===== src/rtl/axi_ni_response_header_queue_pkg.sv =====
// rtl/axi_ni_response_header_queue_pkg.sv - shared field widths, response-type encodings and header sizing
package axi_ni_response_header_queue_pkg;

    localparam int FTYPEWD          = 2;
    localparam int ROUTEWD          = 8;
    localparam int SOURCEWD         = 8;
    localparam int PACKETRESPTYPEWD = 3;
    localparam int PACKETTRANSIDWD  = 8;

    localparam logic [PACKETRESPTYPEWD-1:0] PACKETRESPTYPEREAD    = 3'd1;
    localparam logic [PACKETRESPTYPEWD-1:0] PACKETRESPTYPEEXREAD  = 3'd2;
    localparam logic [PACKETRESPTYPEWD-1:0] PACKETRESPTYPEWRITE   = 3'd3;
    localparam logic [PACKETRESPTYPEWD-1:0] PACKETRESPTYPEEXWRITE = 3'd4;

    // Header length once the flit-type field of every flit has been stripped.
    function automatic int hdr_bits(input int hdr_flits, input int flit_width, input int ftype_width);
        return hdr_flits * (flit_width - ftype_width);
    endfunction

endpackage


===== src/rtl/axi_ni_response_header_queue_if.sv =====
// rtl/axi_ni_response_header_queue_if.sv - NoC header-flit and decoded-header handshake bundle
interface axi_ni_response_header_queue_if #(
    parameter int FLIT_WIDTH     = 32,
    parameter int SOURCE_WIDTH   = 8,
    parameter int RESPTYPE_WIDTH = 3,
    parameter int TRANSID_WIDTH  = 8,
    parameter int QUEUE_DEPTH    = 4
) ();
    localparam int OCC_WIDTH = $clog2(QUEUE_DEPTH) + 1;

    logic                      hdr_valid;
    logic [FLIT_WIDTH-1:0]     hdr_flit;
    logic                      hdr_ready;
    logic                      abort;
    logic                      out_valid;
    logic                      out_ready;
    logic [SOURCE_WIDTH-1:0]   out_source;
    logic [RESPTYPE_WIDTH-1:0] out_resp_type;
    logic                      out_is_read;
    logic                      out_is_locked;
    logic [TRANSID_WIDTH-1:0]  out_trans_id;
    logic                      out_type_err;
    logic [OCC_WIDTH-1:0]      occupancy;

    modport slave (
        input  hdr_valid, hdr_flit, abort, out_ready,
        output hdr_ready, out_valid, out_source, out_resp_type, out_is_read,
               out_is_locked, out_trans_id, out_type_err, occupancy
    );

    modport master (
        output hdr_valid, hdr_flit, abort, out_ready,
        input  hdr_ready, out_valid, out_source, out_resp_type, out_is_read,
               out_is_locked, out_trans_id, out_type_err, occupancy
    );
endinterface


===== src/rtl/axi_ni_response_header_queue_fifo.sv =====
// rtl/axi_ni_response_header_queue_fifo.sv - ni_sync_fifo: register-based synchronous FIFO with count
module ni_sync_fifo #(
    parameter int WIDTH = 8,
    parameter int DEPTH = 4
) (
    input  logic                       clk,
    input  logic                       rst,
    input  logic                       wr_en,
    input  logic [WIDTH-1:0]           wr_data,
    input  logic                       rd_en,
    output logic [WIDTH-1:0]           rd_data,
    output logic                       full,
    output logic                       empty,
    output logic [$clog2(DEPTH):0]     count
);
    localparam int AW = $clog2(DEPTH);
    localparam logic [AW:0] FULL_CNT = (AW+1)'(DEPTH);

    logic [WIDTH-1:0] mem [DEPTH];
    logic [AW-1:0]    wr_ptr;
    logic [AW-1:0]    rd_ptr;
    logic [AW:0]      cnt;
    logic             do_rd;
    logic             do_wr;

    // A write into a full FIFO is allowed only when the head leaves in the same cycle.
    always_comb begin
        do_rd = rd_en && (cnt != '0);
        do_wr = wr_en && ((cnt != FULL_CNT) || do_rd);
    end

    // Storage, pointers and count; entries are cleared so the head reads zero after reset.
    always_ff @(posedge clk) begin
        if (rst) begin
            wr_ptr <= '0;
            rd_ptr <= '0;
            cnt    <= '0;
            for (int i = 0; i < DEPTH; i++) begin
                mem[i] <= '0;
            end
        end else begin
            if (do_wr) begin
                mem[wr_ptr] <= wr_data;
                wr_ptr      <= wr_ptr + 1'b1;
            end
            if (do_rd) begin
                rd_ptr <= rd_ptr + 1'b1;
            end
            case ({do_wr, do_rd})
                2'b10:   cnt <= cnt + 1'b1;
                2'b01:   cnt <= cnt - 1'b1;
                default: cnt <= cnt;
            endcase
        end
    end

    assign rd_data = mem[rd_ptr];
    assign full    = (cnt == FULL_CNT);
    assign empty   = (cnt == '0);
    assign count   = cnt;
endmodule


===== src/rtl/axi_ni_response_header_queue.sv =====
// rtl/axi_ni_response_header_queue.sv - multi-flit response header assembly, decode and queueing
module axi_ni_response_header_queue
    import axi_ni_response_header_queue_pkg::*;
#(
    parameter int FLIT_WIDTH     = 32,
    parameter int FTYPE_WIDTH    = FTYPEWD,
    parameter int HDR_FLITS      = 2,
    parameter int ROUTE_WIDTH    = ROUTEWD,
    parameter int SOURCE_WIDTH   = SOURCEWD,
    parameter int RESPTYPE_WIDTH = PACKETRESPTYPEWD,
    parameter int TRANSID_WIDTH  = PACKETTRANSIDWD,
    parameter int TYPE_BASE      = 0,
    parameter int TRANSID_BASE   = 4,
    parameter int QUEUE_DEPTH    = 4
) (
    input  logic                           clk,
    input  logic                           rst,
    axi_ni_response_header_queue_if.slave  bus
);
    localparam int PAYLOAD_W = FLIT_WIDTH - FTYPE_WIDTH;
    localparam int HDR_W     = hdr_bits(HDR_FLITS, FLIT_WIDTH, FTYPE_WIDTH);
    localparam int S         = SOURCE_WIDTH + ROUTE_WIDTH;
    localparam int CNT_W     = (HDR_FLITS > 1) ? $clog2(HDR_FLITS) : 1;
    localparam int OCC_W     = $clog2(QUEUE_DEPTH) + 1;
    localparam int ENTRY_W   = SOURCE_WIDTH + RESPTYPE_WIDTH + TRANSID_WIDTH + 3;
    localparam logic [CNT_W-1:0] LAST_FLIT = CNT_W'(HDR_FLITS - 1);

    typedef struct packed {
        logic                      type_err;
        logic                      is_locked;
        logic                      is_read;
        logic [TRANSID_WIDTH-1:0]  trans_id;
        logic [RESPTYPE_WIDTH-1:0] resp_type;
        logic [SOURCE_WIDTH-1:0]   source;
    } entry_t;

    logic [CNT_W-1:0]          flit_cnt;
    logic [HDR_W-1:0]          asm_q;
    logic [PAYLOAD_W-1:0]      payload;
    logic [HDR_W-1:0]          full_hdr;
    logic [RESPTYPE_WIDTH-1:0] resp_type;
    logic                      t_read;
    logic                      t_exread;
    logic                      t_write;
    logic                      t_exwrite;
    entry_t                    entry_in;
    entry_t                    entry_out;
    logic                      fifo_full;
    logic                      fifo_empty;
    logic [OCC_W-1:0]          fifo_count;
    logic                      is_last;
    logic                      accept;
    logic                      push;
    logic                      unused_hdr_bits;

    assign payload = bus.hdr_flit[FLIT_WIDTH-1:FTYPE_WIDTH];
    assign is_last = (flit_cnt == LAST_FLIT);

    // The final slice comes straight from the incoming flit so the header decodes on the accepting edge.
    always_comb begin
        full_hdr = asm_q;
        full_hdr[(HDR_FLITS-1)*PAYLOAD_W +: PAYLOAD_W] = payload;
    end

    // Decode source, type and ID from the assembled header into a queue entry.
    always_comb begin
        resp_type          = full_hdr[TYPE_BASE+S +: RESPTYPE_WIDTH];
        t_read             = (resp_type == RESPTYPE_WIDTH'(PACKETRESPTYPEREAD));
        t_exread           = (resp_type == RESPTYPE_WIDTH'(PACKETRESPTYPEEXREAD));
        t_write            = (resp_type == RESPTYPE_WIDTH'(PACKETRESPTYPEWRITE));
        t_exwrite          = (resp_type == RESPTYPE_WIDTH'(PACKETRESPTYPEEXWRITE));
        entry_in           = '0;
        entry_in.source    = full_hdr[ROUTE_WIDTH +: SOURCE_WIDTH];
        entry_in.resp_type = resp_type;
        entry_in.trans_id  = full_hdr[TRANSID_BASE+S +: TRANSID_WIDTH];
        entry_in.is_read   = t_read || t_exread;
        entry_in.is_locked = t_exread || t_exwrite;
        entry_in.type_err  = !(t_read || t_exread || t_write || t_exwrite);
    end

    // Only the last flit needs queue space; a pop in the same cycle frees it, hence the out_ready path.
    always_comb begin
        bus.hdr_ready = !bus.abort && (!is_last || !fifo_full || bus.out_ready);
        accept        = bus.hdr_valid && bus.hdr_ready;
        push          = accept && is_last;
    end

    // Flit counter and assembly register; abort restarts assembly without touching the queue.
    always_ff @(posedge clk) begin
        if (rst) begin
            flit_cnt <= '0;
            asm_q    <= '0;
        end else if (bus.abort) begin
            flit_cnt <= '0;
        end else if (accept) begin
            asm_q[flit_cnt*PAYLOAD_W +: PAYLOAD_W] <= payload;
            flit_cnt <= is_last ? '0 : flit_cnt + 1'b1;
        end
    end

    ni_sync_fifo #(
        .WIDTH (ENTRY_W),
        .DEPTH (QUEUE_DEPTH)
    ) u_fifo (
        .clk     (clk),
        .rst     (rst),
        .wr_en   (push),
        .wr_data (entry_in),
        .rd_en   (bus.out_ready),
        .rd_data (entry_out),
        .full    (fifo_full),
        .empty   (fifo_empty),
        .count   (fifo_count)
    );

    assign bus.out_valid     = !fifo_empty;
    assign bus.out_source    = entry_out.source;
    assign bus.out_resp_type = entry_out.resp_type;
    assign bus.out_is_read   = entry_out.is_read;
    assign bus.out_is_locked = entry_out.is_locked;
    assign bus.out_trans_id  = entry_out.trans_id;
    assign bus.out_type_err  = entry_out.type_err;
    assign bus.occupancy     = fifo_count;

    // Route, padding and flit-type bits are carried but never decoded here.
    assign unused_hdr_bits = ^{full_hdr, bus.hdr_flit[FTYPE_WIDTH-1:0]};
endmodule


===== src/flat_wrapper.sv =====
// flat-port wrapper written by rule: the top's interface ports become plain ports
module axi_ni_response_header_queue_flat import axi_ni_response_header_queue_pkg::*;
#(
    parameter int FLIT_WIDTH     = 32,
    parameter int FTYPE_WIDTH    = FTYPEWD,
    parameter int HDR_FLITS      = 2,
    parameter int ROUTE_WIDTH    = ROUTEWD,
    parameter int SOURCE_WIDTH   = SOURCEWD,
    parameter int RESPTYPE_WIDTH = PACKETRESPTYPEWD,
    parameter int TRANSID_WIDTH  = PACKETTRANSIDWD,
    parameter int TYPE_BASE      = 0,
    parameter int TRANSID_BASE   = 4,
    parameter int QUEUE_DEPTH    = 4
)
  (clk, rst, bus_hdr_valid, bus_hdr_flit, bus_abort, bus_out_ready, bus_hdr_ready, bus_out_valid, bus_out_source, bus_out_resp_type, bus_out_is_read, bus_out_is_locked, bus_out_trans_id, bus_out_type_err, bus_occupancy);
  axi_ni_response_header_queue_if #(.FLIT_WIDTH(FLIT_WIDTH), .SOURCE_WIDTH(SOURCE_WIDTH), .RESPTYPE_WIDTH(RESPTYPE_WIDTH), .TRANSID_WIDTH(TRANSID_WIDTH), .QUEUE_DEPTH(QUEUE_DEPTH)) bus_i ();
  input  logic clk;
  input  logic rst;
  input wire logic [$bits(bus_i.hdr_valid)-1:0] bus_hdr_valid;
  input wire logic [$bits(bus_i.hdr_flit)-1:0] bus_hdr_flit;
  input wire logic [$bits(bus_i.abort)-1:0] bus_abort;
  input wire logic [$bits(bus_i.out_ready)-1:0] bus_out_ready;
  output wire logic [$bits(bus_i.hdr_ready)-1:0] bus_hdr_ready;
  output wire logic [$bits(bus_i.out_valid)-1:0] bus_out_valid;
  output wire logic [$bits(bus_i.out_source)-1:0] bus_out_source;
  output wire logic [$bits(bus_i.out_resp_type)-1:0] bus_out_resp_type;
  output wire logic [$bits(bus_i.out_is_read)-1:0] bus_out_is_read;
  output wire logic [$bits(bus_i.out_is_locked)-1:0] bus_out_is_locked;
  output wire logic [$bits(bus_i.out_trans_id)-1:0] bus_out_trans_id;
  output wire logic [$bits(bus_i.out_type_err)-1:0] bus_out_type_err;
  output wire logic [$bits(bus_i.occupancy)-1:0] bus_occupancy;
  assign bus_i.hdr_valid = bus_hdr_valid;
  assign bus_i.hdr_flit = bus_hdr_flit;
  assign bus_i.abort = bus_abort;
  assign bus_i.out_ready = bus_out_ready;
  assign bus_hdr_ready = bus_i.hdr_ready;
  assign bus_out_valid = bus_i.out_valid;
  assign bus_out_source = bus_i.out_source;
  assign bus_out_resp_type = bus_i.out_resp_type;
  assign bus_out_is_read = bus_i.out_is_read;
  assign bus_out_is_locked = bus_i.out_is_locked;
  assign bus_out_trans_id = bus_i.out_trans_id;
  assign bus_out_type_err = bus_i.out_type_err;
  assign bus_occupancy = bus_i.occupancy;
  axi_ni_response_header_queue #(.FLIT_WIDTH(FLIT_WIDTH), .FTYPE_WIDTH(FTYPE_WIDTH), .HDR_FLITS(HDR_FLITS), .ROUTE_WIDTH(ROUTE_WIDTH), .SOURCE_WIDTH(SOURCE_WIDTH), .RESPTYPE_WIDTH(RESPTYPE_WIDTH), .TRANSID_WIDTH(TRANSID_WIDTH), .TYPE_BASE(TYPE_BASE), .TRANSID_BASE(TRANSID_BASE), .QUEUE_DEPTH(QUEUE_DEPTH)) u_core (.clk(clk), .rst(rst), .bus(bus_i));
endmodule

===== config.mk =====
export PLATFORM = sky130hd
export DESIGN_NAME = axi_ni_response_header_queue_flat
export DESIGN_NICKNAME = d
export VERILOG_FILES = /design/src/rtl/axi_ni_response_header_queue_pkg.sv /design/src/rtl/axi_ni_response_header_queue_if.sv /design/src/rtl/axi_ni_response_header_queue_fifo.sv /design/src/rtl/axi_ni_response_header_queue.sv /design/src/flat_wrapper.sv
export SDC_FILE = /design/constraint.sdc
export NUM_CORES = 1
export LEC_CHECK = 0
export CAP_MARGIN = 5
export CORE_MARGIN = 2
export CORE_UTILIZATION = 45
export CTS_CLUSTER_SIZE = 12
export DETAILED_ROUTE_END_ITERATION = 6
export DONT_BUFFER_PORTS = 1
export GPL_TIMING_DRIVEN = 0
export HOLD_SLACK_MARGIN = 0.15
export PLACE_DENSITY = 0.62
export SLEW_MARGIN = 20
export SYNTH_ARGS = -nofsm -noshare
export SYNTH_HDL_FRONTEND = slang
export SYNTH_HIERARCHICAL = 1
export SYNTH_SLANG_ARGS = --single-unit

===== constraint.sdc =====
create_clock -name clk -period 5.5 [get_ports clk]
set_input_delay 1.1 -clock clk [delete_from_list [all_inputs] [get_ports clk]]
set_output_delay 1.1 -clock clk [all_outputs]
set_load 0.02 [all_outputs]

# Word-level counts from Yosys, hierarchy flattened
# Memories as Yosys holds them, arrays and structs flattened. A register that Yosys moved wholly into a read port is not among the register bits.
# Index checks and enable logic that the tools add are counted.
word_totals:
  ff_bits: 68
  mem_count: 1
  in_bits: 37
  out_inout_bits: 27
  wordCells: 60
  mem_bits_rw: 88
op_classes:
  add_sub_neg: 6
  shift: 2
  multipliers: 1
  muxes: 13
  n_reduce_logical: 23
  n_bitwise: 1
  n_eq_ne: 8
mem_list:
  columns: ["name", "depth", "word_bits", "read_ports", "rd_clocked_by_memory_dff", "wr", "line", "text"]
  rows:
  - ["u_core.u_fifo.mem", 4, 22, 1, 1, 4, "axi_ni_response_header_queue_fifo.sv:19", "logic [WIDTH-1:0] mem [DEPTH];"]
ops:
  columns: ["op", "n"]
  rows:
  - ["bitwise mux 60 bit", 1]
  - ["variable shift 30 x 34 -> 60 bit, first input constant", 1]
  - ["indexed part select 30 x 34 -> 60 bit", 1]
  - ["negator 6 -> 34 bit", 1]
  - ["2-to-1 mux 22 bit", 1]
  - ["OR reduction 22 bit", 1]
  - ["logical OR 1 bit", 7]
  - ["2-to-1 mux 1 bit", 7]
  - ["== test 3 x 2 -> 1 bit, second input constant", 2]
  - ["== test 3 bit, second input constant", 2]
  - ["2-to-1 mux 2 bit", 3]
  - ["one-hot mux 3 bit (2 select lines)", 1]
  - ["logical AND 1 bit", 5]
  - ["zero test 1 bit", 5]
  - ["multiplier 1 x 4 -> 5 bit, second input constant", 1]
  - ["adder 2 x 1 -> 2 bit, second input constant", 2]
  - ["adder 3 x 1 -> 3 bit, second input constant", 1]
  - ["== test 3 x 1 -> 1 bit, second input constant", 1]
  - ["zero test 3 bit", 1]
  - ["inequality test 3 bit, second input constant", 1]
  - ["nonzero test 3 bit", 1]
  - ["subtractor 3 x 1 -> 3 bit, second input constant", 1]
  - ["== test 2 x 1 -> 1 bit, second input constant", 1]
  - ["== test 2 bit, second input constant", 1]
  - ["5 further kinds", 5]

# Depth between registers and ports, before layout
# Gate-level depths: netlist of run 1.
logic_depth:
  ltp_word: 13
  depth_mapped: 11
  depth_no_buf: 10

# Cells and area by module
# Netlist of run 1, hierarchy kept.
modules_own_cells:
  columns: ["module", "area_per_inst_um2", "cells_each", "n_inst", "seq_area_each_um2"]
  rows:
  - ["ni_sync_fifo", 4311.6, 267, 1, 2822.7]
  - ["axi_ni_response_header_queue", 983.4, 98, 1, 400.4]

# Worst setup path before layout of run 1
# OpenSTA, ideal clock, no wires.
synth_timing:
  path_type: "input port to flip-flop"
  start: "input bus_out_ready"
  end: "memory u_core/u_fifo/mem[2][0] in the netlist's numbering, enable pin"
  path_buffers: 1
  path_slack_ns: 2.267
  t_required_ns: 5.094
  setup_time_ns: 0.406
  path_stages: 5
  arrival_time_ns: 2.827
  cell_sequence: "nand2b_1 > and4b_2 > buf_2 > nand2_1 > o21bai_1"
synth_rtl:
  columns: ["element", "line", "text"]
  rows:
  - ["start, declared", "flat_wrapper.sv:22", "input wire logic [$bits(bus_i.out_ready)-1:0] bus_out_ready;"]
  - ["end, declared", "axi_ni_response_header_queue_fifo.sv:19", null]

==> results of run 1 <==
-- final timing paths --
kind                                        startpoint                  endpoint  slack, ps
worst min-delay path                  u_core/asm_q[27]          u_core/asm_q[27]        510
worst max-delay path            u_core/u_fifo/count[0]  u_core/u_fifo/mem[0][17]       2290
worst max register to register  u_core/u_fifo/count[0]  u_core/u_fifo/mem[0][17]       2290
worst min register to register        u_core/asm_q[27]          u_core/asm_q[27]        510
-- cells by family after synthesis --
logic type / count (synthesis) / synth area share (%)
xor+xnor: 9 / 1.49
mux: 42 / 13.2
fa+ha+maj: 1 / 0.378
compound gates: 11 / 1.80
simple gates: 160 / 19.7
buf+inv: 25 / 2.60
flops: 117 / 60.9
-- state kept, by name, summed over array words and instances (netlist names), named ones only --
register / count
u_core/u_fifo/mem: 88
u_core/u_fifo/wr_ptr: 2
u_core/u_fifo/count: 3
u_core/flit_cnt: 1
u_core/u_fifo/rd_ptr: 2
u_core/asm_q: 19
-- placed cells by master (no fill, tap or decap), types with 3 or more instances in the layout --
| master | n |
|---|---|
| and2_1 | 68 |
| and2_4 | 20 |
| buf_2 | 3 |
| buf_6 | 3 |
| bufinv_16 | 4 |
| clkbuf_1 | 14 |
| clkbuf_16 | 17 |
| clkinv_2 | 5 |
| dfxtp_1 | 29 |
| edfxtp_1 | 88 |
| inv_1 | 5 |
| mux2i_1 | 19 |
| mux4_2 | 22 |
| nand2_1 | 3 |
| nand2b_1 | 40 |
| nand3_1 | 3 |
| nor2_1 | 13 |
| xnor2_1 | 3 |
| xor2_1 | 6 |
-- metrics by stage --
step	utilization (%)	power, uW	area [um2]
6_report	53.6	2240	6150
5_1_grt	53.6	2320	6150
4_1_cts	53.6	2260	6150
3_5_place_dp	48.4	1150	5550
3_3_place_gp	47.7	1140	5470
2_1_floorplan	-	1110	5300
-- worst min-delay path, cell delays in order, from the launching register on --
cell and delay, ps:
dfxtp_1 330, nand2b_1 70, mux2i_1 60
-- power groups by stage --
stage | combinational [uW] | clock [uW] | sequential (uW)
floorplan | 96.2 | 0 | 1010
global placement | 120 | 0 | 1020
detailed placement | 127 | 0 | 1020
CTS | 127 | 1130 | 1000
global route | 134 | 1180 | 1000
finish | 124 | 1110 | 1000
-- per-layer routing --
layer  GRT usage [%]  share of wire, %  vias to the layer above  wire length (um)
met3            5.62               4.2                       14               452
met1            22.5                43                     1434              4620
met5               0                 0                        -                 0
li1                -                 -                     1350                 -
met2            31.4                51                       66              5510
met4            6.10               1.3                        0               144
-- area by class of cell --
type | count | area, um2
plain buffers | 20 | 119
clock buffers | 20 | 437
clock inverters | 12 | 160
fillers | 929 | 5320
inverters | 5 | 18.8
multi-input cells | 223 | 1960
flip-flops and latches | 117 | 3220
well taps | 143 | 179
repair buffers | 2 | 55.1
==> results.py, run 1 <==
metrics = {
    "critical_path": {
        "cpLargestDelayFamily": "simple AND/OR/NAND/NOR gates",
        "cp.required_ps": 5530,
        "reg2reg_depth": 8,
        "critPathSlowestCell": "or2_2",
        "path_class": "reg -> reg",
        "worst_setup_path_start_kind": "flop",
        "crit_path_max_fanout": 22,
        "critPathArrivalTime_ps": 3240,
        "end_kind": "flop",
        "max_stage_delay_ps": 650,
        "worstSetupPathDepth": 8,
        "path_cells": "inv_1 > and3_1 > nand2b_1 > and4b_2 > buf_2 > nand2_1 > nor4_1 > or2_2",
        "crit_buf_inv": 2,
    },
    "drt": {
        "ant_nets": 0,
        "num_vias": 2864,
        "wl_um": 10700,
        "vias_per_cell": 5.28,
        "drtIter0Drc": 191,
        "post_drt_wl_per_cell_um": 19.8,
        "drc": 0,
        "dr.pass1.iters": 5,
    },
    "timing": {
        "holdWs_ps": 510,
        "finalCritPeriodShare_pct": 58.4,
        "period_minus_slack_ps": 3210,
        "tightest_slew_ps": 700,
        "finalSetupTns_ps": 0,
        "rsz0062_at_grt": "no",
        "worst_slack_ps": 2290,
        "hold_violations": 0,
        "setup_viol": 0,
        "final.setup_skew_ps": 7.31,
        "fmax_mhz": 311,
        "max_slew_margin_pct": 53.3,
        "final-max-slew-violation-count": 0,
    },
    "synth": {
        "yosys-top-cells-area": "edfxtp_1 (50%), dfxtp_1 (11%), mux4_2 (9.4%), and2_1 (8.0%), nand2b_1 (4.7%)",
        "synth_top_area_cell": "edfxtp_1",
        "synth_seq_cells": 117,
        "synth_commonest_cells": "edfxtp_1 (88), and2_1 (68), nand2b_1 (40), dfxtp_1 (29), mux4_2 (22)",
        "synth_top_area_share_pct": 49.9,
        "syn_inst": 365,
        "synth-edff-count": 88,
        "synth.cell_area_um2": 5300,
        "seq_area_frac_synth_pct": 60.9,
        "syn_avg_cell_area_um2": 14.5,
        "synth.most_common_cell": "edfxtp_1",
        "postSynth.asyncResetShare_pct": 0,
        "yosysUniqueCellTypes": 41,
        "yosysWarnings": 6,
        "syn_nets": 403,
        "synth-main-ff-cell": "edfxtp_1",
    },
    "clocking": {
        "ctsHoldBuffers": 0,
        "path_clk_slew_ps": 50,
        "numCtsBuffers": 17,
        "cts_sinks": 117,
        "clockBufferDepth": 2,
        "htree_levels": 4,
        "postCtsSetupBuffers": 0,
        "cts_resized": 0,
        "cts_root_buffer": "clkbuf_16",
        "insertion_delay_ps": 400,
        "cts_tree": "done",
    },
    "grt": {
        "grt.overflow.total": 0,
        "grt.total_usage_pct": 18.4,
        "grt_start_max_net_pins": 23,
        "grt_pass1_wl_um": 17100,
        "antenna_found_initial": 0,
        "grt_pass1_vias": 3066,
    },
    "placement": {
        "gp_congestion": 0.697,
        "port-buffer-count": 0,
        "dpl.cell_count": 510,
        "dpl.hpwl_um": 6660,
        "dpl_worst_slack_ps": 2120,
    },
    "floorplan": {
        "die-area_um2": 12700,
        "fp.dieW_um": 112,
        "start_util_pct": 46.2,
        "fp.dieH_um": 112,
        "io_pins": 64,
        "core_region_area_um2": 11500,
        "rows": 39,
    },
    "hold_path": {
        "hold_depth": 2,
        "hold_path.class": "reg -> reg",
    },
    "final_layout": {
        "syn2layout_area_growth_pct": 16.1,
        "drive_gt1_share_pct": 22.8,
        "nets": 424,
        "antenna_cells": 0,
        "instances_no_fill": 542,
    },
    "flow_run": {
        "maxCapViolations": 0,
    },
    "power_and_ir_drop": {
        "clock_power_share_pct": 49.7,
        "pwr_density_cell_nw_per_um2": 364,
        "comb_power_share_pct": 5.6,
        "p_sw_uw": 457,
        "swShare_pct": 20.4,
        "peakVddDrop_uv": 233,
        "seqPwrFrac_pct": 44.7,
        "intPower_uw": 1780,
        "power.leakage_uw": 0.00222,
    },
    "outcome": {
        "outcome": "complete, no violations",
    },
}
(Power assumes the default switching activity.)
==> inputs of run 2 (changes only) <==
PLACE_DENSITY = 0.64   (was 0.62)
clock period = 2.9 ns   (was 5.5 ns; I/O delays follow)
==> run 2 against run 1 <==
Die area unchanged. Power rose by 76%. Worst hold slack lost 270 ps. Sequential share of layout area up 0.77 points. Utilization decreased by 0.73 points. Sequential power increased by 90%. Register-to-register slack worse by 2000 ps. Flip-flop and latch count unchanged. Cell area shrank 1.4%. Global-route usage grew 0.23 points. Critical path type unchanged. Largest cell class unchanged. Largest power group is now registers.
==> results.py, run 2 (synthesis gave the netlist of run 1 again) <==
metrics = {
    "clocking": {
        "path_clk_slew_ps": 50,
        "numCtsBuffers": 17,
        "cts_tree": "done",
        "clockBufferDepth": 2,
        "cts_sinks": 117,
        "insertion_delay_ps": 410,
        "htree_levels": 4,
        "cts_root_buffer": "clkbuf_16",
    },
    "placement": {
        "dpl.hpwl_um": 6540,
        "gp_congestion": 0.692,
        "port-buffer-count": 0,
        "dpl.cell_count": 508,
        "placed_area_um2": 5500,
    },
    "grt": {
        "grt_pass1_wl_um": 17400,
        "grt.total_usage_pct": 18.7,
        "grt_start_max_net_pins": 23,
        "grt.overflow.total": 0,
        "antenna_found_initial": 0,
        "grt_pass1_vias": 3119,
    },
    "critical_path": {
        "ff2ff_setup_slack_ps": 240,
        "end_kind": "flop",
        "crit_end": "u_core/u_fifo/count[2]",
        "reg2reg_depth": 9,
        "cp.required_ps": 3190,
        "critPathArrivalTime_ps": 2950,
        "r2r-end": "u_core/u_fifo/count[2]",
        "worst_setup_path_start_kind": "flop",
        "reg2reg_from": "u_core/u_fifo/count[2]",
        "worstSetupStartpoint": "u_core/u_fifo/count[2]",
        "path_class": "reg -> reg",
        "crit_path_max_fanout": 9,
    },
    "floorplan": {
        "fp.dieH_um": 112,
        "core_region_area_um2": 11500,
        "start_util_pct": 46.2,
        "io_pins": 64,
        "die-area_um2": 12700,
        "fp.dieW_um": 112,
        "rows": 39,
    },
    "timing": {
        "final-max-slew-violation-count": 0,
        "tightest_slew_ps": 832,
        "max_slew_margin_pct": 44.4,
        "fmax_mhz": 376,
        "finalCritPeriodShare_pct": 91.7,
        "hold_violations": 0,
        "rsz0062_at_grt": "no",
        "setup_viol": 0,
        "period_minus_slack_ps": 2660,
        "final.setup_skew_ps": 7.48,
    },
    "drt": {
        "post_drt_wl_per_cell_um": 19.7,
        "wl_um": 10700,
        "ant_nets": 0,
        "drtIter0Drc": 195,
        "num_vias": 2816,
        "vias_per_cell": 5.19,
        "dr.pass1.iters": 4,
        "drc": 0,
    },
    "power_and_ir_drop": {
        "power.leakage_uw": 0.00220,
        "pwr_density_cell_nw_per_um2": 648,
        "peakVddDrop_uv": 392,
        "comb_power_share_pct": 5.8,
        "clock_power_share_pct": 45.9,
        "seqPwrFrac_pct": 48.3,
        "swShare_pct": 21.2,
        "intPower_uw": 3100,
        "p_sw_uw": 835,
        "power.total_uw": 3930,
    },
    "final_layout": {
        "nets": 425,
        "syn2layout_area_growth_pct": 14.6,
        "drive_gt1_share_pct": 24.5,
        "mostFrequentLayoutCells": "edfxtp_1 (88), and2_1 (68), nand2b_1 (40)",
        "seqCellArea_um2": 3230,
        "final_cell_area_um2": 6070,
        "largest_reg_flops": 88,
        "fill_cells": 946,
        "instances_no_fill": 543,
        "multiInputGateArea_um2": 1980,
        "final_common_cell": "edfxtp_1",
        "antenna_cells": 0,
        "largest_register": "u_core/u_fifo/mem",
    },
    "flow_run": {
        "maxCapViolations": 0,
    },
    "outcome": {
        "outcome": "complete, no violations",
    },
    "hold_path": {
        "hold_path.class": "in -> reg",
    },
}
==> run 2: changes by cell type in the layout (fill, tap and decap cells not counted), sizes merged <==
cell,delta
clkbuf,+5
clkinvlp,-1
bufinv,-4
or2,+1
==> run 2: area by class of cell <==
class                           count  share of cell area [%]
Sequential cell                   117                    53.2
Multi-Input combinational cell    224                    32.7
Clock buffer                       25                    8.00
Tap cell                          143                    2.95
Buffer                             20                    2.04
Clock inverter                      7                   0.557
Inverter                            5                   0.309
Timing Repair Buffer                2                   0.248
==> run 2: worst max-delay path, stage by stage, from the launching register on <==
cell and delay [ps]:
dfxtp_1 560, and3_1 250, nand2b_1 90, and4b_2 220, buf_2 170, inv_1 140, nand2_1 80, fa_1 390
o31ai_1 270, mux2_2 360
==> run 2: repair_timing <==
item | CTS | global route
pin swaps | 0 | 3
setup buffers | 0 | 2
gates cloned | 0 | 1
gates resized for setup | 7 | 3
hold buffers | 0 | 0
endpoints found under the setup margin | 48 | 98
==> run 2: routing by layer <==
layer	routed length, um	track usage, %	share of wire [%]	up-vias
li1	-	-	-	1354
met1	4740	23.7	44	1394
met5	0	0	0	-
met4	98	6.34	0.92	0
met2	5380	30.2	50	60
met3	491	6.26	4.6	8
==> run 2: power groups by stage <==
stage	sequential (uW)	combinational [uW]	clock, uW
2_1_floorplan	1920	183	0
4_1_cts	1900	233	1830
5_1_grt	1910	249	1920
3_3_place_gp	1930	227	0
6_report	1900	230	1800
3_5_place_dp	1930	231	0
==> run 2: how the worst min path moves through the flow <==
| stage | startpoint | endpoint | slack (ps) | cells past startpoint |
|---|---|---|---|---|
| finish | bus_abort | u_core/flit_cnt | 240 | 1 |
| CTS | bus_abort | u_core/flit_cnt | 220 | 1 |
| global placement | u_core/asm_q[11] | u_core/asm_q[11] | 490 | 2 |
| floorplan | u_core/asm_q[8] | u_core/asm_q[8] | 470 | 2 |
| detailed placement | u_core/asm_q[20] | u_core/asm_q[20] | 500 | 2 |
| global route | bus_abort | u_core/flit_cnt | 220 | 1 |
==> run 2: stage by stage <==
step	TNS (ps)	utilization, %	hold slack [ps]	setup WS (ps)
6_report	0	52.9	237	241
5_1_grt	0	52.9	223	16.0
4_1_cts	0	52.7	220	21.0
3_5_place_dp	-12160	47.9	497	-392
3_3_place_gp	-22740	47.8	492	-363
2_1_floorplan	0	-	469	301
